### src/rtl/cpu_mem_pkg.sv
// Shared MEM-stage definitions: access-width encodings (also used by the
// load-extension stage) and the access controller state encoding.
package cpu_mem_pkg;

    localparam logic [1:0] WIDTH_WORD = 2'b00;
    localparam logic [1:0] WIDTH_HALF = 2'b01;
    localparam logic [1:0] WIDTH_BYTE = 2'b10;

    typedef enum logic [1:0] {
        IDLE = 2'b00,
        BUSY = 2'b01,
        RESP = 2'b10
    } state_e;

endpackage

### src/rtl/mem_access_ctrl_if.sv
// Data-bus handshake between the MEM-stage access controller (master) and
// the data memory or peripheral bridge (slave).
interface mem_access_ctrl_if;

    logic        bus_req;
    logic        bus_we;
    logic [31:0] bus_addr;
    logic [3:0]  bus_be;
    logic [31:0] bus_wdata;
    logic        bus_ack;
    logic [31:0] bus_rdata;

    modport master (
        output bus_req, bus_we, bus_addr, bus_be, bus_wdata,
        input  bus_ack, bus_rdata
    );

    modport slave (
        input  bus_req, bus_we, bus_addr, bus_be, bus_wdata,
        output bus_ack, bus_rdata
    );

endinterface

### src/rtl/mem_access_ctrl_lane.sv
// Byte-lane generator: turns address low bits, access width and right-aligned
// store data into byte enables, lane-replicated write data and a misalign flag.
module byte_lane_gen
    import cpu_mem_pkg::*;
(
    input  logic [1:0]  addr_lo_i,
    input  logic [1:0]  width_i,
    input  logic [31:0] wdata_i,
    output logic [3:0]  be_o,
    output logic [31:0] wdata_o,
    output logic        misaligned_o
);

    // Lane decode; the reserved width code is reported as misaligned
    always_comb begin
        be_o         = 4'b0000;
        wdata_o      = 32'h0;
        misaligned_o = 1'b0;
        case (width_i)
            WIDTH_WORD: begin
                be_o         = 4'b1111;
                wdata_o      = wdata_i;
                misaligned_o = (addr_lo_i != 2'b00);
            end
            WIDTH_HALF: begin
                be_o         = addr_lo_i[1] ? 4'b1100 : 4'b0011;
                wdata_o      = {2{wdata_i[15:0]}};
                misaligned_o = addr_lo_i[0];
            end
            WIDTH_BYTE: begin
                be_o    = 4'b0001 << addr_lo_i;
                wdata_o = {4{wdata_i[7:0]}};
            end
            default: misaligned_o = 1'b1;
        endcase
    end

endmodule

### src/rtl/mem_access_ctrl.sv
// MEM-stage data-memory access controller: accepts one load/store per
// instruction, runs the req/ack bus handshake with a timeout, stalls the
// pipeline while outstanding and hands the raw read word plus access
// attributes to the load-extension stage.
module mem_access_ctrl
    import cpu_mem_pkg::*;
#(
    parameter int TIMEOUT_CYC = 64
)(
    input  logic               clk,
    input  logic               reset_n,
    input  logic               req_valid,
    input  logic               req_we,
    input  logic [31:0]        req_addr,
    input  logic [1:0]         req_width,
    input  logic               req_signed,
    input  logic [31:0]        req_wdata,
    input  logic               flush,
    output logic               stall,
    output logic               exc_adel,
    output logic               exc_ades,
    mem_access_ctrl_if.master  bus,
    output logic               rsp_valid,
    output logic               rsp_err,
    output logic [31:0]        rsp_rdata,
    output logic [1:0]         rsp_addr_lo,
    output logic [1:0]         rsp_width,
    output logic               rsp_signed
);

    localparam int CNT_W = (TIMEOUT_CYC > 2) ? $clog2(TIMEOUT_CYC) : 1;
    localparam logic [CNT_W-1:0] CNT_LAST = CNT_W'(TIMEOUT_CYC - 1);

    state_e          state_q;
    logic [CNT_W-1:0] cnt_q, cnt_d;
    logic            kill_q;
    logic            bus_req_q, we_q, signed_q;
    logic [29:0]     waddr_q;
    logic [1:0]      addr_lo_q, width_q;
    logic [3:0]      be_q;
    logic [31:0]     wdata_q;
    logic            rsp_valid_q, rsp_err_q, rsp_signed_q;
    logic [31:0]     rsp_rdata_q;
    logic [1:0]      rsp_addr_lo_q, rsp_width_q;

    logic [3:0]      lane_be;
    logic [31:0]     lane_wdata;
    logic            misaligned;
    logic            new_req, accept, ack_hit, to_hit, done, killed;

    byte_lane_gen u_lane (
        .addr_lo_i    (req_addr[1:0]),
        .width_i      (req_width),
        .wdata_i      (req_wdata),
        .be_o         (lane_be),
        .wdata_o      (lane_wdata),
        .misaligned_o (misaligned)
    );

    // Request qualification and completion conditions for the current cycle
    always_comb begin
        new_req = (state_q == IDLE) && req_valid && !flush;
        accept  = new_req && !misaligned;
        ack_hit = (state_q == BUSY) && bus.bus_ack;
        to_hit  = (state_q == BUSY) && !bus.bus_ack && (cnt_q == CNT_LAST);
        done    = ack_hit || to_hit;
        killed  = kill_q || flush;
        cnt_d   = cnt_q + CNT_W'(1);
    end

    // A killed access releases the pipeline on its completing cycle; a live one
    // keeps stalling until the RESP cycle. Reset forces every output low.
    assign stall    = reset_n && (accept || ((state_q == BUSY) && !(killed && done)));
    assign exc_adel = reset_n && new_req && misaligned && !req_we;
    assign exc_ades = reset_n && new_req && misaligned && req_we;

    assign bus.bus_req   = bus_req_q;
    assign bus.bus_we    = we_q;
    assign bus.bus_addr  = {waddr_q, 2'b00};
    assign bus.bus_be    = be_q;
    assign bus.bus_wdata = wdata_q;

    assign rsp_valid   = rsp_valid_q;
    assign rsp_err     = rsp_err_q;
    assign rsp_rdata   = rsp_rdata_q;
    assign rsp_addr_lo = rsp_addr_lo_q;
    assign rsp_width   = rsp_width_q;
    assign rsp_signed  = rsp_signed_q;

    // Access FSM: latch request, hold bus handshake, count timeout, register response
    always_ff @(posedge clk or negedge reset_n) begin
        if (!reset_n) begin
            state_q       <= IDLE;
            cnt_q         <= '0;
            kill_q        <= 1'b0;
            bus_req_q     <= 1'b0;
            we_q          <= 1'b0;
            signed_q      <= 1'b0;
            waddr_q       <= '0;
            addr_lo_q     <= '0;
            width_q       <= '0;
            be_q          <= '0;
            wdata_q       <= '0;
            rsp_valid_q   <= 1'b0;
            rsp_err_q     <= 1'b0;
            rsp_rdata_q   <= '0;
            rsp_addr_lo_q <= '0;
            rsp_width_q   <= '0;
            rsp_signed_q  <= 1'b0;
        end else begin
            rsp_valid_q <= 1'b0;
            case (state_q)
                IDLE: begin
                    if (accept) begin
                        waddr_q   <= req_addr[31:2];
                        addr_lo_q <= req_addr[1:0];
                        we_q      <= req_we;
                        width_q   <= req_width;
                        signed_q  <= req_signed;
                        be_q      <= lane_be;
                        wdata_q   <= lane_wdata;
                        cnt_q     <= '0;
                        kill_q    <= 1'b0;
                        bus_req_q <= 1'b1;
                        state_q   <= BUSY;
                    end
                end
                BUSY: begin
                    cnt_q <= cnt_d;
                    if (flush) begin
                        kill_q <= 1'b1;
                    end
                    if (done) begin
                        bus_req_q <= 1'b0;
                        kill_q    <= 1'b0;
                        if (killed) begin
                            state_q <= IDLE;
                        end else begin
                            state_q       <= RESP;
                            rsp_valid_q   <= 1'b1;
                            rsp_err_q     <= to_hit;
                            rsp_rdata_q   <= (ack_hit && !we_q) ? bus.bus_rdata : 32'h0;
                            rsp_addr_lo_q <= addr_lo_q;
                            rsp_width_q   <= width_q;
                            rsp_signed_q  <= signed_q;
                        end
                    end
                end
                RESP:    state_q <= IDLE;
                default: state_q <= IDLE;
            endcase
        end
    end

endmodule

### src/flat_wrapper.sv
// flat-port wrapper written by rule: the top's interface ports become plain ports
module mem_access_ctrl_flat import cpu_mem_pkg::*;
#(
    parameter int TIMEOUT_CYC = 64
)
  (clk, reset_n, req_valid, req_we, req_addr, req_width, req_signed, req_wdata, flush, stall, exc_adel, exc_ades, rsp_valid, rsp_err, rsp_rdata, rsp_addr_lo, rsp_width, rsp_signed, bus_bus_req, bus_bus_we, bus_bus_addr, bus_bus_be, bus_bus_wdata, bus_bus_ack, bus_bus_rdata);
  mem_access_ctrl_if bus_i ();
  input  logic clk;
  input  logic reset_n;
  input  logic req_valid;
  input  logic req_we;
  input  logic [31:0] req_addr;
  input  logic [1:0] req_width;
  input  logic req_signed;
  input  logic [31:0] req_wdata;
  input  logic flush;
  output logic stall;
  output logic exc_adel;
  output logic exc_ades;
  output logic rsp_valid;
  output logic rsp_err;
  output logic [31:0] rsp_rdata;
  output logic [1:0] rsp_addr_lo;
  output logic [1:0] rsp_width;
  output logic rsp_signed;
  output wire logic [$bits(bus_i.bus_req)-1:0] bus_bus_req;
  output wire logic [$bits(bus_i.bus_we)-1:0] bus_bus_we;
  output wire logic [$bits(bus_i.bus_addr)-1:0] bus_bus_addr;
  output wire logic [$bits(bus_i.bus_be)-1:0] bus_bus_be;
  output wire logic [$bits(bus_i.bus_wdata)-1:0] bus_bus_wdata;
  input wire logic [$bits(bus_i.bus_ack)-1:0] bus_bus_ack;
  input wire logic [$bits(bus_i.bus_rdata)-1:0] bus_bus_rdata;
  assign bus_bus_req = bus_i.bus_req;
  assign bus_bus_we = bus_i.bus_we;
  assign bus_bus_addr = bus_i.bus_addr;
  assign bus_bus_be = bus_i.bus_be;
  assign bus_bus_wdata = bus_i.bus_wdata;
  assign bus_i.bus_ack = bus_bus_ack;
  assign bus_i.bus_rdata = bus_bus_rdata;
  mem_access_ctrl #(.TIMEOUT_CYC(TIMEOUT_CYC)) u_core (.clk(clk), .reset_n(reset_n), .req_valid(req_valid), .req_we(req_we), .req_addr(req_addr), .req_width(req_width), .req_signed(req_signed), .req_wdata(req_wdata), .flush(flush), .stall(stall), .exc_adel(exc_adel), .exc_ades(exc_ades), .bus(bus_i), .rsp_valid(rsp_valid), .rsp_err(rsp_err), .rsp_rdata(rsp_rdata), .rsp_addr_lo(rsp_addr_lo), .rsp_width(rsp_width), .rsp_signed(rsp_signed));
endmodule
### config.mk
export PLATFORM = sky130hd
export DESIGN_NAME = mem_access_ctrl_flat
export DESIGN_NICKNAME = d
export VERILOG_FILES = /design/src/rtl/cpu_mem_pkg.sv /design/src/rtl/mem_access_ctrl_if.sv /design/src/rtl/mem_access_ctrl_lane.sv /design/src/rtl/mem_access_ctrl.sv /design/src/flat_wrapper.sv
export SDC_FILE = /design/constraint.sdc
export NUM_CORES = 1
export LEC_CHECK = 0
export BUFFER_PORTS_ARGS = -buffer_cell sky130_fd_sc_hd__buf_2
export CORE_UTILIZATION = 30
export DETAILED_ROUTE_END_ITERATION = 10
export PLACE_DENSITY = 0.59
export SYNTH_ARGS = -nofsm -noshare
export SYNTH_HDL_FRONTEND = slang
export SYNTH_SLANG_ARGS = --single-unit
### constraint.sdc
create_clock -name clk -period 3.06 [get_ports clk]
set_clock_uncertainty 0.1 [all_clocks]
set_input_delay 0.306 -clock clk [delete_from_list [all_inputs] [get_ports clk]]
set_output_delay 0.306 -clock clk [all_outputs]
set_load 0.01 [all_outputs]
After elaboration in Yosys (flattened, before gate mapping):

Cells that the tools add are included.

* flip-flop bits (word level): 121
* word-level logic and storage cells: 81

* add/subtract/negate cells: 1
* equal/unequal tests: 7
* shift-type cells: 1
* muxes and demuxes: 21
* bitwise operators: 1
* reductions and logical operators: 33

Operator list (number)
* $pmux 32 s3: 1
* $mux 32: 1
* $logic_and 1x1->1: 14
* $pmux 4 s3: 1
* $pmux 6 s2: 1
* $reduce_and 3->1: 3
* $mux 1: 8
* $add 6x1->6 const B: 1
* $eq 6x6->1 const B: 1
* $logic_not 1->1: 6
* $mux 2: 3
* $mux 6: 1
* $reduce_and 2->1: 3
* $eq 2x1->1 const B: 2
* $logic_not 2->1: 2
* $mux 4: 1
* $ne 2x1->1 const B: 2
* $pmux 1 s2: 2
* $pmux 2 s2: 1
* $reduce_bool 2->1: 2
* $shl 1x2->4 const A: 1
* $logic_or 1x1->1: 3
* $ne 3x2->1 const B: 1
* $pmux 1 s3: 1
* 2 further kinds: 2

Longest topological paths before layout:

Gate-level depths: netlist (run 1).

* depth after elaboration: 9
* depth in mapped cells: 7

Cells and area by module:

Synthesis (run 1) repeated with hierarchy kept, for this count alone.

* cell total of the unflattened synthesis: 537
* area, all modules: 5137.4 µm²

By module, submodules not included
* mem_access_ctrl: times used 1, cells an instance 453, area an instance 4625.7 µm², seq. area each 3027.9 µm²
* byte_lane_gen: times used 1, cells an instance 84, area an instance 511.7 µm², seq. area each 0.0 µm²

Least setup slack after synthesis (run 1):

No wires, ideal clock.

* kind: register to output
* from: register u_core.state_q[1]
* to: output port stall
* data arrival time: 1.792 ns
* data required time: 2.654 ns
* setup slack: 0.862 ns
* cell stages (with the launch flop): 7
* buffers on the path: 2
* path through: dfrtp_1 -> or4b_1 -> buf_2 -> or3_1 -> buf_2 -> o21ai_2 -> o21a_1

* cells in the longest elaborated chain, start to end: 9
* elaborated cells on any way between the ends: 14
* those cells by class: 1 x eq/ne; 13 x reduce/logical

Ends and longest elaborated chain
* start: declaration: line mem_access_ctrl.sv:34 `state_e state_q;`
* start signal: assignment: line mem_access_ctrl.sv:93 `state_q <= IDLE;`
* start signal: assignment: line mem_access_ctrl.sv:125 `state_q <= BUSY;`
* start signal: assignment: line mem_access_ctrl.sv:137 `state_q <= IDLE;`
* $eq 2x1->1: line mem_access_ctrl.sv:64, mem_access_ctrl.sv:65, mem_access_ctrl.sv:73
* $logic_and 1x1->1 (2 in series): line mem_access_ctrl.sv:65 `to_hit = (state_q == BUSY) && !bus.bus_ack && (cnt_q == CNT_LAST);`
* $logic_or 1x1->1: line mem_access_ctrl.sv:66 `done = ack_hit || to_hit;`
* $logic_and 1x1->1: line mem_access_ctrl.sv:73 `assign stall = reset_n && (accept || ((state_q == BUSY) && !(killed && done)));`
* $logic_not 1->1: line mem_access_ctrl.sv:73
* $logic_and 1x1->1: line mem_access_ctrl.sv:73
* $logic_or 1x1->1 *: line mem_access_ctrl.sv:73
* $logic_and 1x1->1 *: line mem_access_ctrl.sv:73
* end: declaration: line flat_wrapper.sv:17 `output logic stall;`

Every way passes the cells marked *; elsewhere a longest branch is shown, timed or not.

Final worst setup path (run 1):

Ends and elaborated chain as after synthesis.

==> metrics, run 1 <==
status=complete, no violations; Worst EP arrival=2.44 ns; Hold Slack=0.0189 ns; Root Buffer=clkbuf_16; area of the multi-input gates=about 1900 um2; sequential fraction of the synthesis area=59.6%; Worst Tran Pin Value=0.610 ns; Lkg Pwr=3.88 nW; met3 Use GR=4.84%; power per cell area=794 nW/um2; critical path class=reg -> out; FFs w/ async S/R, synth=100%; YS warnings=0; Core Rows=47; grt met2 use=roughly 28%; Pre-antenna DRT Iters=5; Final Max Slew Viols=0; clk buf depth=2; first-pass GRT wire length=23900 um; I/O pin total=217; Avg WL per Cell=15.2 um; half-perimeter wire length after placement=10200 um; Max-Cap Viols=0; Peak VDD IR=roughly 380 uV; CTS tree=yes; port bufs=214; Die Y=132 um; RSZ-0062 raised after global routing=false; Vias=4631; die footprint=between 15000 and 20000 um2; overall overflow remaining after global route=0; Synth Instances=485; Core Box Area=16500 um2; min Tclk post-route=2.85 ns; Synth cell types=44; met1 usage=21.9%; starting density of the core=30.7%; CP Max Fanout=9; Post-DRT Antenna Nets=0; cell taking the most area after synthesis=dfrtp_1; Max H-tree Level=4; Die Width=approximately 130 um; Final Cycle Share=93.0%; Netlist Area Pre-Place=5080 um2; layout cells sized above 1=34.5%; Setup TNS Final=0 ns; clk sinks=approximately 120; syn_area_per_cell=10.5 um2; crit path capture type=output port; startpoint types=flip-flop; initial antenna violation count=3; Layout Nets=856; Reg area=3030 um2; Slew HR=59.2%; largest net degree at the start of global routing=109; GR peak layer=met2; vias in the first global route=4686; endpoints failing setup=0; CTS buffer count=17; Yosys reg bits=121; EDFF count, synth=0; synth top area cells=dfrtp_1 (60%), nand2_1 (10%), a22o_1 (5.5%); # DRC=0; total track usage=17.7%; f_max=0.351 GHz; Hold Crit Class=in -> reg; Syn-to-layout area delta=49.4%; via/cell ratio=4.70; final-report hold violation count=0; Synth Flop Type=dfrtp_1; fillers=approximately 1.6k; CP required=around 2.7 ns; Worst-path clk slew=0.06 ns; post-synth top area share=between 50% and 60%; routability congestion estimate=0.809; drt total wl=15000 um; Starting DRT DRC Count=between 200 and 250; clk_lat worst skew=0.41 ns
## area by class of cell
type | instances | share of cell area (%)
Timing Repair Buffer | 279 | 22.9
Multi-Input combinational cell | 325 | 24.6
Clock buffer | 19 | 5.97
Antenna cell | 3 | 0.0990
Inverter | 6 | 0.297
Sequential cell | 121 | 39.9
Clock inverter | 13 | 2.52
Tap cell | 220 | 3.63
## cells in the mapped netlist, types with 3 or more instances
master,instances
a21oi_1,13
a22o_1,32
a31oi_1,9
buf_2,11
buf_4,5
clkbuf_1,15
dfrtp_1,121
inv_1,5
mux2_1,5
mux2i_1,17
nand2_1,142
nand2b_1,4
nand3_1,11
nor2_1,13
nor4b_1,3
o211ai_1,18
o21a_1,17
o21ai_0,3
o21ai_1,10
## report_power, final
group	internal (mW)	switching, mW
Sequential	2.09	0.269
Clock	1.41	0.749
Combinational	0.728	0.775
Total	4.23	1.79
## final timing paths
path                                         startpoint                       to  slack [ns]  cells past startpoint
min in group asynchronous                       reset_n        u_core.state_q[0]        0.22                      2
worst min register to register  u_core.bus.bus_wdata[2]  u_core.bus.bus_wdata[2]        0.36                      2
worst max register to register        u_core.state_q[1]          u_core.cnt_q[2]        0.53                      5
worst min-delay path                  bus_bus_rdata[17]     u_core.rsp_rdata[17]        0.02                      2
worst max-delay path                  u_core.state_q[1]                    stall        0.21                      5
max in group asynchronous                       reset_n       u_core.waddr_q[22]        1.79                      3
## layout by cell type, fill, tap and decap left out, types with 2 or more instances in the layout
cell type | Yosys | routed
nor3_1 | 2 | 2
buf_2 | 11 | 213
dlygate4sd3_1 | 0 | 55
clkbuf_16 | 0 | 17
o21a_1 | 17 | 17
nand2b_1 | 4 | 4
bufinv_16 | 0 | 4
nand3_1 | 11 | 11
buf_4 | 5 | 8
inv_6 | 0 | 2
a31oi_1 | 9 | 9
nor4b_1 | 3 | 3
diode_2 | 0 | 3
nor2_1 | 13 | 13
o211ai_1 | 18 | 18
nand2_1 | 142 | 142
mux2_1 | 5 | 5
a211oi_1 | 2 | 2
o21ai_1 | 10 | 10
clkbuf_8 | 0 | 2
buf_12 | 0 | 3
mux2i_1 | 17 | 17
a21oi_1 | 13 | 13
dfrtp_1 | 121 | 121
inv_1 | 5 | 5
clkinvlp_4 | 0 | 6
nor2b_1 | 2 | 2
a22o_1 | 32 | 32
conb_1 | 1 | 2
o21ai_0 | 3 | 3
## state kept, by name, indices dropped and copies added (netlist names), 4 cells and up
name,flops
u_core.bus.bus_be,4
u_core.bus.bus_wdata,32
u_core.cnt_q,6
u_core.rsp_rdata,32
u_core.waddr_q,30
## layer usage
| layer | vias to the layer above | wire [um] |
|---|---|---|
| met5 | - | 0 |
| met3 | 35 | 854 |
| li1 | 2219 | - |
| met1 | 2219 | 6420 |
| met4 | 0 | 467 |
| met2 | 158 | 7210 |
## critical path: stages, from the launching register on
cell     delay (ns)
dfrtp_1        0.40
or4b_1         0.72
or3_2          0.56
o21ai_2        0.09
o21a_1         0.12
buf_2          0.13
## kinds of logic (layout without fill, tap and decap cells)
group                    Yosys count  after routing  synth area share [%]
AND/OR/NAND/NOR                  186            186                  15.4
buffers and inverters             40            317                  3.75
other                              1              5                0.0739
AO/OA/AOI/OAI                    113            113                  16.2
flip-flops                       121            121                  59.6
multiplexers                      23             23                  4.68
adder cells (fa/ha/maj)            1              1                 0.246
## per-stage QoR
| step | area (um2) | cells | total power [mW] | utilization (%) | setup WS (ns) |
|---|---|---|---|---|---|
| global route | 7580 | 986 | 6.36 | 45.9 | 0.125 |
| CTS | 7580 | 983 | 6.10 | 45.8 | 0.187 |
| finish | 7580 | 986 | 6.02 | 45.9 | 0.213 |
| detailed placement | 6380 | 896 | 3.84 | 38.6 | 0.542 |
| floorplan | 5080 | 486 | 3.11 | - | 0.862 |
| global placement | 6380 | 896 | 3.80 | 38.6 | 0.594 |
## repair_timing
action / in CTS / in global routing
hold buffers: 55 / 0
endpoints found under the hold margin: 67 / 0
buffers inserted: 0 / 0
resized for setup: 0 / 0
Power figures use the tool's default switching activity.
==> run 2, diff against run 1 <==
--- a/config.mk
+++ b/config.mk
@@ -8,7 +8,8 @@
 export BUFFER_PORTS_ARGS = -buffer_cell sky130_fd_sc_hd__buf_2
 export CORE_UTILIZATION = 30
 export DETAILED_ROUTE_END_ITERATION = 10
-export PLACE_DENSITY = 0.59
+export PLACE_DENSITY = 0.58
 export SYNTH_ARGS = -nofsm -noshare
 export SYNTH_HDL_FRONTEND = slang
+export SYNTH_HIERARCHICAL = 1
 export SYNTH_SLANG_ARGS = --single-unit
==> metrics, run 2 <==
status=complete, no violations; I/O pin total=217 (unchanged); syn_area_per_cell=9.57 um2 (-8.6%); CP cell instances=nor4b_2, nand2_2, a21boi_0, buf_2; Hold Crit Class=in -> reg; startpoint types=flip-flop; routability congestion estimate=0.747 (-7.6%); vias in the first global route=4567 (-2.5%); die footprint=17700 um2 (+1.2%); Pre-antenna DRT Iters=5 (unchanged); critical path class=reg -> out; RSZ-0062 raised after global routing=false; Synth Flop Type=dfrtp_1; CTS buffer count=17 (unchanged); Core Box Area=16600 um2 (+0.71%); register share of total power=39.3% (about the same); R2R depth=5 (unchanged); Max H-tree Level=4 (unchanged); most frequent cells in the layout=nand2_1 (232), buf_2 (213), dfrtp_1 (121); fillers=1598 (+1.6%); sequential fraction of the synthesis area=58.9% (-0.70 points); crit path capture type=output port; Synth Instances=537 (+11%); via/cell ratio=4.45 (-5.2%); YS warnings=6 (+6); post-CTS sizing=0 (unchanged); Synth cell types=32 (-27%); Starting DRT DRC Count=200 (-0.99%); Internal=4.02 mW (-4.9%); Max-Cap Viols=0 (unchanged); # DRC=0 (unchanged); Worst-path clk slew=0.06 ns (about the same); CP required=2.65 ns (about the same); clk sinks=121 (unchanged); final-report hold violation count=0 (unchanged); cell taking the most area after synthesis=dfrtp_1; Die Y=133 um (+0.58%); f_max=0.386 GHz (+9.9%); min Tclk post-route=2.59 ns (-0.255 ns); CP Buf/Inv Count=1 (unchanged); # placed instances=950 (+6.0%); Yosys reg bits=121 (unchanged); clock power share=37.2% (+1.3 points); CTS tree=yes; sw power=1.69 mW (-6.0%); drt total wl=14900 um (-0.25%); Commonest cells post-synth=nand2_1 (233), dfrtp_1 (121), a22o_1 (32); power per cell area=753 nW/um2 (-5.1%); final instance area=7570 um2 (-0.15%); largest net degree at the start of global routing=122 (+12%); most frequent cell after synthesis=nand2_1; half-perimeter wire length after placement=9660 um (-5.3%); EDFF count, synth=0 (unchanged); switching share of power=29.5% (-0.24 points); port bufs=214 (unchanged); Setup TNS Final=0 ns (unchanged); Lkg Pwr=4.18 nW (+7.8%); total track usage=17.7% (about the same); Post-DRT Antenna Nets=0 (unchanged); Crit. path cell count=4 (-1); initial antenna violation count=1 (-2); clk buf depth=2 (unchanged); Non-Filler Instances=1037 (+5.2%); fin worst setup slack=0.468 ns (+0.255 ns); delay-heaviest family, CP=simple AND/OR/NAND/NOR gates; commonest non-fill, non-tap cell in the layout=nand2_1; placed cell area=6400 um2 (+0.33%); post-synth top area share=58.9% (-0.70 points); Critical Path Max Stage Delay=0.47 ns (-0.25 ns); Place WS=0.637 ns (+0.0946 ns); Layout Nets=909 (+6.2%); Core Rows=47 (unchanged); Vias=4618 (-0.28%); Syn-to-layout area delta=47.4%; Slew HR=55.5% (-3.8 points); CP Max Fanout=14 (+5); Netlist Area Pre-Place=5140 um2 (+1.2%); Root Buffer=clkbuf_16; Die Width=133 um (+0.58%); overall overflow remaining after global route=0 (unchanged); Final Cycle Share=84.7% (-8.3 points); Worst Tran Pin Value=0.668 ns (+0.0578 ns); endpoints failing setup=0 (unchanged); Worst EP arrival=2.19 ns (-0.25 ns); starting density of the core=30.9% (+0.14 points); layout cells sized above 1=32.6% (-1.9 points); worst hold path cell count=3 (+1); Avg WL per Cell=14.4 um (-5.2%); clk_lat worst skew=0.42 ns (about the same); Final Max Slew Viols=0 (unchanged); FFs w/ async S/R, synth=100% (unchanged); synth top area cells=dfrtp_1 (59%), nand2_1 (17%), a22o_1 (5.5%); first-pass GRT wire length=24100 um (+0.52%); Comb pwr share=23.5% (-1.5 points); Peak VDD IR=407 uV (+6.2%); CP max stage cell=nor4b_2; total power=5.70 mW (-5.2%)
-- run 2: final cells by class --
class	count	area, um2	share of cell area (%)
clock buffers	17	425	5.62
multi-input cells	373	1880	24.8
well taps	220	275	3.64
repair buffers	277	1710	22.6
flip-flops and latches	121	3030	40.0
clock inverters	15	201	2.66
inverters	13	48.8	0.644
diodes	1	2.50	0.0330
-- run 2: logic make-up (layout without fill, tap and decap cells) --
kind of cell	count (synthesis)	after routing	share of synthesized area, %
compound gates	82	82	10.6
xor+xnor	1	1	0.171
fa+ha+maj	1	1	0.244
buf+inv	44	322	4.60
flops	121	121	58.9
mux	21	21	4.21
other cells	1	3	0.0730
simple gates	266	266	21.1
-- run 2: what timing repair did --
action / CTS / global route
hold endpoints to repair: 173 / 1
hold buffers: 53 / 1
endpoints found under the setup margin: 0 / 0
buffers inserted: 0 / 0
-- run 2: path summary, 6_finish.rpt --
kind | slack, ns | endpoint | start
worst max-delay path | 0.47 | stall | u_core/state_q[1]
worst min-delay path | 0.02 | u_core/waddr_q[12] | req_addr[14]
worst max register to register | 0.76 | u_core/waddr_q[0] | u_core/state_q[1]
worst min register to register | 0.37 | u_core/bus.bus_wdata[12] | u_core/bus.bus_wdata[12]
max in group asynchronous | 1.90 | u_core/bus.bus_wdata[28] | reset_n
min in group asynchronous | 0.49 | u_core/state_q[0] | reset_n
-- run 2: tightest hold or removal path: stages --
cell	delay [ns]
buf_2	0.08
nand2_1	0.06
nand2_1	0.05
-- run 2: metal layers --
layer | GRT usage (%) | vias to the layer above | wire, um
met2 | 28.0 | 161 | 6950
met4 | 6.96 | 0 | 263
met1 | 22.5 | 2167 | 6780
li1 | - | 2269 | -
met5 | 0 | - | 0
met3 | 5.44 | 21 | 932
-- run 2: metrics by stage --
step	hold slack (ns)	util (%)
after floorplan	-0.0896	-
after global placement	0.354	38.5
after detailed placement	0.357	38.5
after CTS	0.0000809	45.4
after global routing	0.00594	45.5
final	0.0170	45.5
-- run 2: power groups by stage --
stage / clock network (mW) / logic [mW] / registers, mW
after floorplan: 0 / 0.474 / 2.45
after global placement: 0 / 1.29 / 2.26
after detailed placement: 0 / 1.30 / 2.26
after CTS: 2.19 / 1.36 / 2.25
after global routing: 2.25 / 1.48 / 2.30
final: 2.12 / 1.34 / 2.24
